### src/rtl/spi_arb_pkg.sv
// spi_arb_pkg: shared arbiter state type and round-robin pointer width helper
package spi_arb_pkg;

    typedef enum logic [1:0] {S_IDLE, S_ACTIVATE, S_AWAIT, S_DONE} state_t;

    function automatic int ptr_width(input int n);
        return (n > 1) ? $clog2(n) : 1;
    endfunction

endpackage

### src/rtl/spi_txn_arbiter_if.sv
// spi_txn_arbiter_if: arbiter-to-SPI-controller bus (master = arbiter, slave = controller)
interface spi_txn_arbiter_if #(
    parameter int OUT_BYTES   = 5,
    parameter int IN_BYTES    = 4,
    parameter int NUM_SELECTS = 1
);
    logic                             activate;
    logic [OUT_BYTES*8-1:0]           out_data;
    logic [$clog2(OUT_BYTES+1)-1:0]   out_count;
    logic [$clog2(IN_BYTES+1)-1:0]    in_count;
    logic [NUM_SELECTS-1:0]           in_cs;
    logic                             busy;
    logic [IN_BYTES*8-1:0]            in_data;

    modport master (output activate, out_data, out_count, in_count, in_cs, input busy, in_data);
    modport slave  (input activate, out_data, out_count, in_count, in_cs, output busy, in_data);
endinterface

### src/rtl/rr_select.sv
// rr_select: combinational round-robin picker, first set req at or after ptr wins (one-hot)
module rr_select import spi_arb_pkg::*; #(
    parameter int N  = 2,
    parameter int PW = ptr_width(N)
) (
    input  logic [N-1:0]  req,
    input  logic [PW-1:0] ptr,
    output logic [N-1:0]  win
);
    logic [PW:0]   s;
    logic [PW-1:0] k;

    // scan offsets from farthest to nearest so the nearest requester overwrites the rest
    always_comb begin
        win = '0;
        s   = '0;
        k   = '0;
        for (int i = N - 1; i >= 0; i--) begin
            s = {1'b0, ptr} + (PW+1)'(i);
            k = (s >= (PW+1)'(N)) ? PW'(s - (PW+1)'(N)) : PW'(s);
            if (req[k]) begin
                win    = '0;
                win[k] = 1'b1;
            end
        end
    end
endmodule

### src/rtl/spi_txn_arbiter.sv
// spi_txn_arbiter: round-robin arbiter sharing one SPI controller among NUM_REQ requesters
// Optional: define SPI_ARB_TIMEOUT_EN to add a timeout output and abort when busy never rises.
module spi_txn_arbiter import spi_arb_pkg::*; #(
    parameter int NUM_REQ        = 2,
    parameter int OUT_BYTES      = 5,
    parameter int IN_BYTES       = 4,
    parameter int NUM_SELECTS    = 1,
    parameter int TIMEOUT_CYCLES = 1000,
    localparam int OCW = $clog2(OUT_BYTES + 1),
    localparam int ICW = $clog2(IN_BYTES + 1),
    localparam int PW  = ptr_width(NUM_REQ)
) (
    input  logic                                   clk,
    input  logic                                   reset,
    input  logic [NUM_REQ-1:0]                     req,
    input  logic [NUM_REQ-1:0][OUT_BYTES*8-1:0]    req_out_data,
    input  logic [NUM_REQ-1:0][OCW-1:0]            req_out_count,
    input  logic [NUM_REQ-1:0][ICW-1:0]            req_in_count,
    input  logic [NUM_REQ-1:0][NUM_SELECTS-1:0]    req_cs,
    output logic [NUM_REQ-1:0]                     done,
    output logic [IN_BYTES*8-1:0]                  rd_data,
    output logic [NUM_REQ-1:0]                     grant,
`ifdef SPI_ARB_TIMEOUT_EN
    output logic                                   timeout,
`endif
    spi_txn_arbiter_if.master                      ctrl
);
    if (NUM_REQ < 2 || NUM_REQ > 4 || TIMEOUT_CYCLES < 1) begin : g_bad_cfg
        $error("spi_txn_arbiter: NUM_REQ must be 2..4 and TIMEOUT_CYCLES at least 1");
    end

    state_t               state, state_n;
    logic [PW-1:0]        ptr, win_idx;
    logic [NUM_REQ-1:0]   win;
    logic                 load, cap;
`ifdef SPI_ARB_TIMEOUT_EN
    localparam int TW = $clog2(TIMEOUT_CYCLES + 1);
    logic [TW-1:0]        tcnt;
    logic                 expire;
`endif

    rr_select #(.N(NUM_REQ), .PW(PW)) u_sel (
        .req (req),
        .ptr (ptr),
        .win (win)
    );

    // one-hot winner to index for data muxing and pointer advance
    always_comb begin
        win_idx = '0;
        for (int i = 0; i < NUM_REQ; i++)
            if (win[i]) win_idx = PW'(i);
    end

    // next state and single-cycle control strobes
    always_comb begin
        state_n = state;
        load    = 1'b0;
        cap     = 1'b0;
`ifdef SPI_ARB_TIMEOUT_EN
        expire  = 1'b0;
`endif
        case (state)
            S_IDLE: if (|req && !ctrl.busy) begin
                state_n = S_ACTIVATE;
                load    = 1'b1;
            end
            S_ACTIVATE: if (ctrl.busy) state_n = S_AWAIT;
`ifdef SPI_ARB_TIMEOUT_EN
            else if (tcnt == TW'(TIMEOUT_CYCLES - 1)) begin
                state_n = S_DONE;
                expire  = 1'b1;
            end
`endif
            S_AWAIT: if (!ctrl.busy) begin
                state_n = S_DONE;
                cap     = 1'b1;
            end
            S_DONE:  state_n = S_IDLE;
            default: state_n = S_IDLE;
        endcase
    end

    // state register
    always_ff @(posedge clk) begin
        state <= reset ? S_IDLE : state_n;
    end

    // controller outputs, grant, completion and round-robin pointer
    always_ff @(posedge clk) begin
        if (reset) begin
            ptr            <= '0;
            grant          <= '0;
            done           <= '0;
            rd_data        <= '0;
            ctrl.activate  <= 1'b0;
            ctrl.out_data  <= '0;
            ctrl.out_count <= '0;
            ctrl.in_count  <= '0;
            ctrl.in_cs     <= '0;
`ifdef SPI_ARB_TIMEOUT_EN
            tcnt           <= '0;
            timeout        <= 1'b0;
`endif
        end else begin
            done <= '0;
            if (load) begin
                grant          <= win;
                ptr            <= (win_idx == PW'(NUM_REQ - 1)) ? '0 : win_idx + 1'b1;
                ctrl.activate  <= 1'b1;
                ctrl.out_data  <= req_out_data[win_idx];
                ctrl.out_count <= req_out_count[win_idx];
                ctrl.in_count  <= req_in_count[win_idx];
                ctrl.in_cs     <= req_cs[win_idx];
            end
            if (state == S_ACTIVATE && ctrl.busy) ctrl.activate <= 1'b0;
            if (cap) begin
                rd_data <= ctrl.in_data;
                done    <= grant;
            end
            if (state == S_DONE) grant <= '0;
`ifdef SPI_ARB_TIMEOUT_EN
            tcnt    <= (state == S_ACTIVATE) ? tcnt + 1'b1 : '0;
            timeout <= expire;
            if (expire) begin
                ctrl.activate <= 1'b0;
                done          <= grant;
            end
`endif
        end
    end
endmodule

### src/flat_wrapper.sv
// flat-port wrapper written by rule: the top's interface ports become plain ports
module spi_txn_arbiter_flat import spi_arb_pkg::*;
#(
    parameter int NUM_REQ        = 2,
    parameter int OUT_BYTES      = 5,
    parameter int IN_BYTES       = 4,
    parameter int NUM_SELECTS    = 1,
    parameter int TIMEOUT_CYCLES = 1000,
    localparam int OCW = $clog2(OUT_BYTES + 1),
    localparam int ICW = $clog2(IN_BYTES + 1),
    localparam int PW  = ptr_width(NUM_REQ)
)
  (clk, reset, req, req_out_data, req_out_count, req_in_count, req_cs, done, rd_data, grant, ctrl_activate, ctrl_out_data, ctrl_out_count, ctrl_in_count, ctrl_in_cs, ctrl_busy, ctrl_in_data);
  spi_txn_arbiter_if #(.OUT_BYTES(OUT_BYTES), .IN_BYTES(IN_BYTES), .NUM_SELECTS(NUM_SELECTS)) ctrl_i ();
  input  logic clk;
  input  logic reset;
  input  logic [NUM_REQ-1:0] req;
  input  logic [NUM_REQ-1:0][OUT_BYTES*8-1:0] req_out_data;
  input  logic [NUM_REQ-1:0][OCW-1:0] req_out_count;
  input  logic [NUM_REQ-1:0][ICW-1:0] req_in_count;
  input  logic [NUM_REQ-1:0][NUM_SELECTS-1:0] req_cs;
  output logic [NUM_REQ-1:0] done;
  output logic [IN_BYTES*8-1:0] rd_data;
  output logic [NUM_REQ-1:0] grant;
  output wire logic [$bits(ctrl_i.activate)-1:0] ctrl_activate;
  output wire logic [$bits(ctrl_i.out_data)-1:0] ctrl_out_data;
  output wire logic [$bits(ctrl_i.out_count)-1:0] ctrl_out_count;
  output wire logic [$bits(ctrl_i.in_count)-1:0] ctrl_in_count;
  output wire logic [$bits(ctrl_i.in_cs)-1:0] ctrl_in_cs;
  input wire logic [$bits(ctrl_i.busy)-1:0] ctrl_busy;
  input wire logic [$bits(ctrl_i.in_data)-1:0] ctrl_in_data;
  assign ctrl_activate = ctrl_i.activate;
  assign ctrl_out_data = ctrl_i.out_data;
  assign ctrl_out_count = ctrl_i.out_count;
  assign ctrl_in_count = ctrl_i.in_count;
  assign ctrl_in_cs = ctrl_i.in_cs;
  assign ctrl_i.busy = ctrl_busy;
  assign ctrl_i.in_data = ctrl_in_data;
  spi_txn_arbiter #(.NUM_REQ(NUM_REQ), .OUT_BYTES(OUT_BYTES), .IN_BYTES(IN_BYTES), .NUM_SELECTS(NUM_SELECTS), .TIMEOUT_CYCLES(TIMEOUT_CYCLES)) u_core (.clk(clk), .reset(reset), .req(req), .req_out_data(req_out_data), .req_out_count(req_out_count), .req_in_count(req_in_count), .req_cs(req_cs), .done(done), .rd_data(rd_data), .grant(grant), .ctrl(ctrl_i));
endmodule
### config.mk
export PLATFORM = sky130hd
export DESIGN_NAME = spi_txn_arbiter_flat
export DESIGN_NICKNAME = d
export VERILOG_FILES = /design/src/rtl/spi_arb_pkg.sv /design/src/rtl/spi_txn_arbiter_if.sv /design/src/rtl/rr_select.sv /design/src/rtl/spi_txn_arbiter.sv /design/src/flat_wrapper.sv
export SDC_FILE = /design/constraint.sdc
export NUM_CORES = 1
export LEC_CHECK = 0
export BUFFER_PORTS_ARGS = -buffer_cell sky130_fd_sc_hd__buf_2
export CAP_MARGIN = 40
export CORE_MARGIN = 2
export CORE_UTILIZATION = 46
export DETAILED_ROUTE_END_ITERATION = 10
export PLACE_DENSITY = 0.87
export SLEW_MARGIN = 20
export SYNTH_ARGS = -nofsm -noshare
export SYNTH_HDL_FRONTEND = slang
export SYNTH_SLANG_ARGS = --single-unit
### constraint.sdc
create_clock -name clk -period 2.96 [get_ports clk]
set_input_delay 0 -clock clk [delete_from_list [all_inputs] [get_ports clk]]
set_output_delay 0 -clock clk [all_outputs]
set_load 0.01 [all_outputs]
After elaboration in Yosys (flattened, before gate mapping)
Index checks and enable logic that the tools add are counted.
{ "classes": {"order_cmp": 7, "bitwise": 1, "n_reduce_logical": 11, "eq_ne": 6, "mux": 30, "n_addsub": 4} }
{ "op_table": {"columns": ["op", "n"], "rows": [
  ["$mux 40", 2],
  ["$mux 1", 16],
  ["$mux 3", 4],
  ["$mux 2", 5],
  ["$pmux 2 s4", 1],
  ["$reduce_or 2->1", 4],
  ["$lt 1x2->1 const B", 3],
  ["$eq 2x2->1 const B", 2],
  ["$logic_and 1x1->1", 4],
  ["$ne 2x2->1 const B", 2],
  ["$reduce_and 3->1", 1],
  ["$add 1x1->2 const B", 1],
  ["$demux 1 s1", 2],
  ["$eq 2x1->1 const B", 1],
  ["$ge 1x1->1 const B", 2],
  ["$ge 1x2->1 const B", 1],
  ["$ge 2x2->1 const B", 1],
  ["$logic_not 2->1", 1],
  ["$ne 2x1->1 const B", 1],
  ["$sub 1x1->1 const B", 2],
  ["$add 1x1->1 const B", 1],
  ["$logic_not 1->1", 1],
  ["$not 1->1", 1]
]} }
{ "word_totals": {"out_inout_bits": 84, "wordCells": 69, "in_bits": 131, "ff_bits": 87} }

Longest topological paths before layout
Gate-level depths: netlist of run 1.
{ "depth": {"depth_word": 12, "ltp_mapped": 7, "ltp_nobuf": 5} }

By module
From an unflattened synthesis of run 1, not the netlist that was laid out.
{ "unflattened": {"hier_cells": 402, "area_unflattened_um2": 3701.0} }
{ "modules_own_cells": {"columns": ["mod", "cells_per_inst", "area_per_inst_um2", "instances", "seq_area_each_um2"], "rows": [
  ["spi_txn_arbiter", 399, 3682.3, 1, 1741.7],
  ["rr_select", 3, 18.8, 1, 0.0]
]} }

Least setup slack after synthesis of run 1
OpenSTA, ideal clock, no wires.
{ "synth_path": {"kind": "register to register", "startpoint": "register u_core.state[0]", "endpoint": "register u_core.state[0]", "period_less_slack_ns": 1.551, "n_path_buf": 0, "arrival_time_ns": 1.429, "required_time_ns": 2.838, "path_slack_ns": 1.409, "stages_incl_launch_ff": 6, "setup_ns": 0.122, "cell_sequence": "dfxtp_1 inv_1 ha_1 mux2_1 o22a_1 o311a_1"} }
{ "synth_via": {"elab_chain_len": 3, "elab_cells_between_ends": 9, "cone_classes": "eq/ne (6); mux (1); reduce/logical (2)"} }
{ "synth_rtl": {"columns": ["item", "line", "source"], "rows": [
  ["from (decl)", "spi_txn_arbiter.sv:32", "state_t state, state_n;"],
  ["from (signal assigned)", "spi_txn_arbiter.sv:86", "state <= reset ? S_IDLE : state_n;"],
  ["$eq 2x2->1, or another cell as far along", "spi_txn_arbiter.sv:63", "case (state)"],
  ["$ne 2x2->1 (no source line) / $ne 2x1->1 (equally long branches)", null, null],
  ["$reduce_and 3->1 (no source line)", null, null]
]} }
Parallel ways exist; a longest one is shown, timed or not.
A chain may end at the register's enable or synchronous reset.

Worst setup path in the final report of run 1
{ "layout_path": {"startpoint": "register u_core.ptr", "endpoint": "register u_core.ctrl.out_data[19]"} }
{ "layout_via": {"elab_chain_len": 12, "elab_cells_between_ends": 26, "cone_classes": "add/sub (3); order compare (6); mux (15); reduce/logical (2)"} }
{ "layout_rtl": {"columns": ["item", "line", "source"], "rows": [
  ["from (decl)", "spi_txn_arbiter.sv:33", "logic [PW-1:0] ptr, win_idx;"],
  ["from (signal assigned)", "spi_txn_arbiter.sv:109", "ptr <= (win_idx == PW'(NUM_REQ - 1)) ? '0 : win_idx + 1'b1;"],
  ["$add 1x1->2", "rr_select.sv:19", "s = {1'b0, ptr} + (PW+1)'(i);"],
  ["$ge 2x2->1 / $sub 1x1->1 (equally long branches)", "rr_select.sv:20", "k = (s >= (PW+1)'(N)) ? PW'(s - (PW+1)'(N)) : PW'(s);"],
  ["$mux 1", "rr_select.sv:20", null],
  ["$lt 1x2->1 (not written as such) / $ge 1x1->1 (equally long branches)", "rr_select.sv:23", "win[k] = 1'b1;"],
  ["$logic_and 1x1->1 (not written as such)", "rr_select.sv:23", null],
  ["$mux 1 (not written as such)", "rr_select.sv:23", null],
  ["$demux 1 s1", "rr_select.sv:23", null],
  ["$mux 2", "rr_select.sv:21", "if (req[k]) begin"],
  ["$mux 2 *", "rr_select.sv:21", null],
  ["$mux 1 *", "spi_txn_arbiter.sv:52", "if (win[i]) win_idx = PW'(i);"],
  ["$mux 40 (not written as such) * (2 in a row)", "spi_txn_arbiter.sv:111", "ctrl.out_data <= req_out_data[win_idx];"],
  ["to (signal assigned)", "spi_txn_arbiter.sv:111", null],
  ["to (decl)", "spi_txn_arbiter_if.sv:15", "modport master (output activate, out_data, out_count, in_count, in_cs, input busy, in_data);"]
]} }
Every way passes the cells marked *; elsewhere a longest branch is shown, timed or not. The select of a mux whose other input is x is not followed.

==> metrics.md, run 1 <==
| Metric | Value |
|---|---|
| Outcome | `finished clean` |
| Seq cells post-synth | `between 80 and 90` |
| Synth cell types | `30` |
| Antenna Nets Post-Route | `0` |
| # nets final | `~900` |
| Internal | `between 2 and 3 mW` |
| Min setup slack post-route | `0.309 ns` |
| Clk pwr share | `between 20 and 25%` |
| Relative slew slack | `45.3%` |
| # DRC | `0` |
| Pins Over Slew Limit | `0` |
| Die ar. | `a little over 0.009 sq mm` |
| Total negative setup slack | `0 ns` |
| Synthesized area per cell | `around 8.4 sq um` |
| Worst-path clk slew | `about 0.080 ns` |
| Clk Latency, worst-skew pair | `around 0.35 ns` |
| FF+latch area | `about 0.0017 sq mm` |
| GR peak layer | `met2` |
| Critical path class | `reg -> reg` |
| Die height | `between 90 and 100 um` |
| Combinational power share | `42.4%` |
| Core footprint | `about 0.0082 sq mm` |
| Die width | `between 90 and 100 um` |
| GPL Wtd Cong | `0.758` |
| Top post-synthesis cells by area | `dfxtp_1 (45%), a311oi_1 (11%), a21oi_1 (10%)` |
| Pre-CTS setup slack | `about 1 ns` |
| Leakage | `about 2.8 nW` |
| RSZ-0062 raised after global routing | `false` |
| Maximum operating frequency | `approximately 0.38 GHz` |
| Largest net degree at the start of global routing | `50` |
| Total gr overflow | `0` |
| Clk_skew | `between 0.008 and 0.009 ns` |
| Net Sw Frac | `36.7%` |
| Area of the multi-input gates | `about 0.0019 sq mm` |
| Hold buffers post-CTS | `~130` |
| Overall routing resource usage | `between 30% and 40%` |
| WL/cell | `~18 um` |
| Final core occ | `slightly below 80%` |
| Crit path max-delay cell type | `and2b_1` |
| Post-Syn Instances | `approximately 460` |
| Crit Path Max Fanout | `29` |
| Cell breakdown of the critical path | `and2b_1, buf_4, o21ai_0, a311oi_1, dlygate4sd3_1` |
| First-pass GRT wire length | `~24000 um` |
| CP Launch Type | `register` |
| Setup Buffers After CTS | `0` |
| Drt initial violations | `approximately 260` |
| Met1 Usage GRT | `36.0%` |
| Initial Utilization | `a little under half` |
| Syn nets | `between 500 and 600` |
| Num CTS Buffers | `9` |
| Peak VDD IR | `roughly 0.0004 V` |
| Final Cycle Share | `89.6%` |
| Final hold vios | `0` |
| Power per cell area | `649 mW/mm^2` |
| IO Pins | `roughly 220` |
| # rows | `33` |
| Via density | `~5.9` |
| Resized cells post-CTS | `0` |
| Sequential fraction of the synthesis area | `45.0%` |
| R2R setup slack | `0.31 ns` |
| Port bufs | `around 210` |
| Via count | `a little over 5k` |
| Initial antenna violation count | `1` |
| Post-synth top area share | `between 40% and 50%` |
| Crit path DAT | `about 2.9 ns` |
| Root Buffer | `clkbuf_8` |
| Reg power frac | `roughly 37%` |
| CTS H-Tree Depth | `3` |
| Slowest stage delay, CP | `roughly 0.7 ns` |
| Final setup vio count | `0` |
| Syn Std Cell Area | `about 0.0039 sq mm` |
| Shortest period the worst path allows | `2.65 ns` |
| Slew @ Worst Pin | `0.821 ns` |
| Fillcell total | `about 500` |
| Critical Path RT | `~3.3 ns` |
| CTS max path bufs | `2` |
| CTS Sinks | `a little under 90` |
| First-pass iteration count of the detailed router | `5` |
| Psw | `1.53 mW` |
| WL final | `between 15000 and 20000 um` |
| CTS tree | `done` |
| Max Cap Viol | `0` |
| Synth-to-Final Area Change | `65.7%` |
| Min-delay worst type | `in -> reg` |
| Vias in the first global route | `approximately 5k` |
| HPWL after detailed placement | `between 8000 and 9000 um` |
| Layout cells sized above 1 | `31.8%` |
| Yosys Warn Count | `0` |
| Area leader, netlist | `dfxtp_1` |
| CP endpoint kind | `register` |
| M3 GR Usage | `under 10%` |
| Antenna cells | `0` |
| GR Util met2 | `between 50 and 60%` |
## routing by layer
| layer | vias up | share of wire [%] |
|---|---|---|
| met5 | - | 0.069 |
| met4 | 2 | 4.8 |
| met3 | 92 | 10 |
| met2 | 376 | 50 |
| met1 | 2385 | 36 |
| li1 | 2332 | - |
## metrics by stage
stage	power, mW	cells	hold slack [ns]	area [sq um]
2_1_floorplan	2.44	461	0.136	3870
3_3_place_gp	2.89	732	0.239	4910
3_5_place_dp	2.95	734	0.247	4950
4_1_cts	4.07	876	0.0701	6410
5_1_grt	4.38	876	0.0953	6410
6_report	4.16	876	0.0837	6410
## critical path, delay by kind of cell (launching register included)
kind / cells / cell delay (ns)
simple gates: 1 / 0.68
flops: 1 / 0.32
compound gates: 2 / 0.54
buf+inv: 2 / 1.02
## layout make-up
cell class	count	area share (%)
repair buffers	350	37.9
multi-input cells	312	29.3
flip-flops and latches	87	27.2
clock buffers	14	2.54
well taps	105	2.05
clock inverters	2	0.605
inverters	6	0.351
## state kept, by name (all words and copies together), names as in the netlist
| name | flops |
|---|---|
| u_core.grant | 2 |
| u_core.rd_data | 32 |
| u_core.ctrl.out_data | 40 |
| u_core.ctrl.activate | 1 |
| u_core.done | 2 |
| u_core.ptr | 1 |
| u_core.ctrl.in_cs | 1 |
| u_core.ctrl.in_count | 3 |
| u_core.state | 2 |
| u_core.ctrl.out_count | 3 |
## worst paths after layout
path                                                              end  cells after the start                            start
worst min register to register        u_core.rd_data[20]$_SDFFE_PP0P_                      2  u_core.rd_data[20]$_SDFFE_PP0P_
worst max register to register  u_core.ctrl.out_data[19]$_SDFFE_PP0P_                      5          u_core.ptr$_SDFFE_PP0P_
worst min-delay path                     u_core.grant[1]$_SDFFE_PP0P_                      3                        ctrl_busy
worst max-delay path            u_core.ctrl.out_data[19]$_SDFFE_PP0P_                      5          u_core.ptr$_SDFFE_PP0P_
## placed cells by master (no fill, tap or decap), types with 2 or more instances in the layout
cell	instances
a21oi_1	80
a311oi_1	47
and3_1	2
buf_2	214
buf_4	8
clkbuf_1	3
clkbuf_8	11
dfxtp_1	86
dlygate4sd3_1	126
ha_1	4
inv_1	4
inv_2	2
nand2_1	66
o211a_1	2
o211ai_1	47
o21ai_0	28
o21ai_1	20
## power groups by stage
stage	Sequential (mW)	Clock [mW]	Combinational (mW)
CTS	1.53	0.859	1.69
finish	1.54	0.857	1.76
global placement	1.55	0	1.34
floorplan	1.65	0	0.786
detailed placement	1.55	0	1.39
global route	1.57	0.905	1.91
## cell families after synthesis
group,Yosys count,share of synthesized area [%]
AOI/OAI and AO/OA,231,38.4
and+or+nand+nor,74,7.73
buffers and inverters,62,6.66
DFF,87,45.0
adders and majority gates,5,1.62
muxes,2,0.550
## cell usage after synthesis
library cell  count
o21a_1            1
mux2_1            1
or4_4             1
o21ai_1          20
o21bai_1          1
mux2i_1           1
o211ai_1         47
a21boi_1          1
o21ba_2           1
nand2_1          66
clkbuf_1         34
a21oi_1          80
inv_2             2
a311oi_1         47
o22a_1            1
dfxtp_1          87
nor2_1            2
ha_1              5
buf_4             1
nor2b_1           1
buf_2            17
o311a_1           1
o21ai_0          28
buf_1             4
o221ai_1          1
o211a_1           2
and3_1            2
nand2b_1          1
inv_1             4
and2b_1           1
Power figures use the tool's default switching activity.
==> run 2, diff against run 1 <==
Settings changed: CELL_PAD_IN_SITES_DETAIL_PLACEMENT from default to 2, CELL_PAD_IN_SITES_GLOBAL_PLACEMENT from default to 2, CORE_ASPECT_RATIO from default to 1.1, CORE_UTILIZATION 46 to 25, PLACE_DENSITY 0.87 to 0.88.
==> run 2 against run 1 <==
- power is 9.5% higher
- maximum frequency increased by 3.3%
- via count fell by 0.87%
- global-route usage down 8.5 points
- wire length increased by 34%
- sequential share of layout area fell by 0.87 points
- non-clock buffer count grew 2
- largest power group unchanged
- final area is 3.3% higher
==> metrics.md, run 2 (synthesis results as in run 1) <==
| Metric | Value |
|---|---|
| Outcome | `finished clean` |
| Antenna Nets Post-Route | `0 (unchanged)` |
| Die ar. | `0.0165 sq mm (+80%)` |
| Layout cells sized above 1 | `32.1% (+0.31 points)` |
| Power per cell area | `688 mW/mm^2 (+5.9%)` |
| CTS max path bufs | `2 (unchanged)` |
| Beginning of the worst hold path | `req_out_data[51]` |
| Core footprint | `0.0151 sq mm (+85%)` |
| Setup Buffers After CTS | `0 (unchanged)` |
| Resized cells post-CTS | `0 (unchanged)` |
| RSZ-0062 raised after global routing | `false` |
| Shortest period the worst path allows | `2.57 ns (-0.0857 ns)` |
| Most common cell after layout, fill and taps aside | `buf_2` |
| CTS H-Tree Depth | `3 (unchanged)` |
| Cell breakdown of the critical path | `and2b_1, buf_8, buf_4, o21ai_1, a311oi_1, dlygate4sd3_1` |
| Min setup slack post-route | `0.395 ns (+0.0857 ns)` |
| Largest Register | `u_core.ctrl.out_data` |
| Via density | `5.28 (-11%)` |
| Clk Latency, worst-skew pair | `0.34 ns (about the same)` |
| # nets final | `904 (+0.22%)` |
| Root Buffer | `clkbuf_16` |
| Pins Over Slew Limit | `0 (unchanged)` |
| Pre-CTS setup slack | `0.905 ns (-0.125 ns)` |
| Initial Utilization | `25.6% (-22 points)` |
| Reg2reg start | `u_core.ptr$_SDFFE_PP0P_` |
| Worst-path clk slew | `0.07 ns (about the same)` |
| Slew @ Worst Pin | `0.647 ns (-0.173 ns)` |
| Total gr overflow | `0 (unchanged)` |
| R2R depth | `6 (+1)` |
| Combinational power share | `40.8% (-1.6 points)` |
| Worst r2r dst | `u_core.ctrl.out_data[29]$_SDFFE_PP0P_` |
| Critical path class | `reg -> reg` |
| Port bufs | `214 (unchanged)` |
| CTS tree | `done` |
| Max Cap Viol | `0 (unchanged)` |
| Crit path max-delay cell type | `dlygate4sd3_1` |
| IO Pins | `215 (unchanged)` |
| Largest register FFs | `40 (unchanged)` |
| HPWL after detailed placement | `11800 um (+43%)` |
| Critical Path RT | `3.24 ns (about the same)` |
| Maximum operating frequency | `0.390 GHz (+3.3%)` |
| Relative slew slack | `56.8% (+12 points)` |
| Final core occ | `43.8% (-35 points)` |
| Most frequent cells in the layout | `buf_2 (214), dlygate4sd3_1 (124), dfxtp_1 (86), a21oi_1 (80), nand2_1 (66)` |
| Synth-to-Final Area Change | `71.2%` |
| # DRC | `0 (unchanged)` |
| Die width | `123 um (+28%)` |
| First-pass iteration count of the detailed router | `4 (-1)` |
| Crit Path Max Fanout | `20 (-31%)` |
| CTS Sinks | `87 (unchanged)` |
| # rows | `47 (+42%)` |
| Net Sw Frac | `37.3% (+0.61 points)` |
| WP buf/inv | `3 (+1)` |
| Clk pwr share | `24.7% (+4.1 points)` |
| GPL Wtd Cong | `0.768 (+1.3%)` |
| Final Cycle Share | `86.7% (-2.9 points)` |
| CP Launch Type | `register` |
| Final hold vios | `0 (unchanged)` |
| Vias in the first global route | `5778 (+13%)` |
| WHS Path Cells | `3 (unchanged)` |
| Die height | `134 um (+41%)` |
| Psw | `1.70 mW (+11%)` |
| Leakage | `2.87 nW (+1.4%)` |
| Final setup vio count | `0 (unchanged)` |
| Overall routing resource usage | `25.2% (-8.5 points)` |
| Slowest stage delay, CP | `0.63 ns (-0.05 ns)` |
| Placed inst area | `0.00507 sq mm (+2.4%)` |
| Post-Place Cells | `828 (+13%)` |
| Clk_skew | `0.00831 ns (+0.000244 ns)` |
| Min-delay worst type | `in -> reg` |
| Post-route cell area | `0.00662 sq mm (+3.3%)` |
| Total negative setup slack | `0 ns (unchanged)` |
| Final Non-Filler Cells | `973 (+11%)` |
| Reg power frac | `34.5% (-2.6 points)` |
| Hold EP | `u_core.ctrl.out_data[11]$_SDFFE_PP0P_` |
| Largest net degree at the start of global routing | `50 (unchanged)` |
| R2R setup slack | `0.39 ns (+0.09 ns)` |
| Drt initial violations | `228 (-11%)` |
| WL/cell | `21.8 um (+20%)` |
| Initial antenna violation count | `3 (+2)` |
| WL final | `21200 um (+34%)` |
| Peak VDD IR | `0.000356 V (-12%)` |
| Hold buffers post-CTS | `123 (-2.4%)` |
| WHS | `0.00813 ns (-0.0756 ns)` |
| Internal | `2.86 mW (+8.4%)` |
| Worst path top cell family by delay | `buffers and inverters` |
| Crit path DAT | `2.85 ns (-0.09 ns)` |
| Largest regs | `u_core.ctrl.out_data x40, u_core.rd_data x32` |
| Via count | `5142 (-0.87%)` |
| First-pass GRT wire length | `32200 um (+33%)` |
| Num CTS Buffers | `9 (unchanged)` |
| CP endpoint kind | `register` |
| Final Power | `4.56 mW (+9.5%)` |
==> run 2: cell types whose count changed in the layout (fill, tap and decap cells not counted) <==
cell / before / now
buf_8: 0 / 1
clkbuf_1: 3 / 4
clkbuf_16: 0 / 9
buf_4: 8 / 12
buf_6: 1 / 0
buf_16: 1 / 0
dlygate4sd3_1: 126 / 124
diode_2: 0 / 4
clkinv_2: 0 / 1
buf_12: 0 / 1
clkbuf_8: 11 / 0
==> run 2: per-layer routing <==
layer  track usage (%)  share of wire (%)  vias to the layer above
met5                 0                  0                        -
met4              10.4                3.3                        0
met2              48.2                 54                      202
li1                  -                  -                     2348
met3              3.84                4.8                       51
met1              27.2                 38                     2541
==> run 2: layout make-up <==
cell class	count	area, sq um
flip-flops and latches	87	1740
well taps	196	245
fillers	1653	8490
inverters	6	22.5
clock inverters	3	43.8
repair buffers	352	2440
multi-input cells	312	1880
clock buffers	13	240
diodes	4	10.0
==> run 2: how the worst max path moves through the flow <==
stage | startpoint | to | cells after the start
4_1_cts | u_core.ptr$_SDFFE_PP0P_ | u_core.ctrl.out_data[1]$_SDFFE_PP0P_ | 6
5_1_grt | u_core.ptr$_SDFFE_PP0P_ | u_core.ctrl.out_data[0]$_SDFFE_PP0P_ | 6
3_5_place_dp | req[1] | u_core.ctrl.out_data[11]$_SDFFE_PP0P_ | 5
6_report | u_core.ptr$_SDFFE_PP0P_ | u_core.ctrl.out_data[29]$_SDFFE_PP0P_ | 6
2_1_floorplan | u_core.state[0]$_SDFFE_PP0P_ | u_core.state[0]$_SDFFE_PP0P_ | 5
3_3_place_gp | req[1] | u_core.ctrl.out_data[13]$_SDFFE_PP0P_ | 5
==> run 2: power groups by stage <==
stage | sequential (mW) | clock (mW) | combinational (mW)
global placement | 1.56 | 0 | 1.39
floorplan | 1.65 | 0 | 0.786
finish | 1.57 | 1.13 | 1.86
CTS | 1.55 | 1.15 | 1.78
detailed placement | 1.57 | 0 | 1.49
global route | 1.59 | 1.20 | 2.02
==> run 2: worst min-delay path: stages <==
cell      delay [ns]
buf_2           0.10
o211ai_1        0.09
a311oi_1        0.11
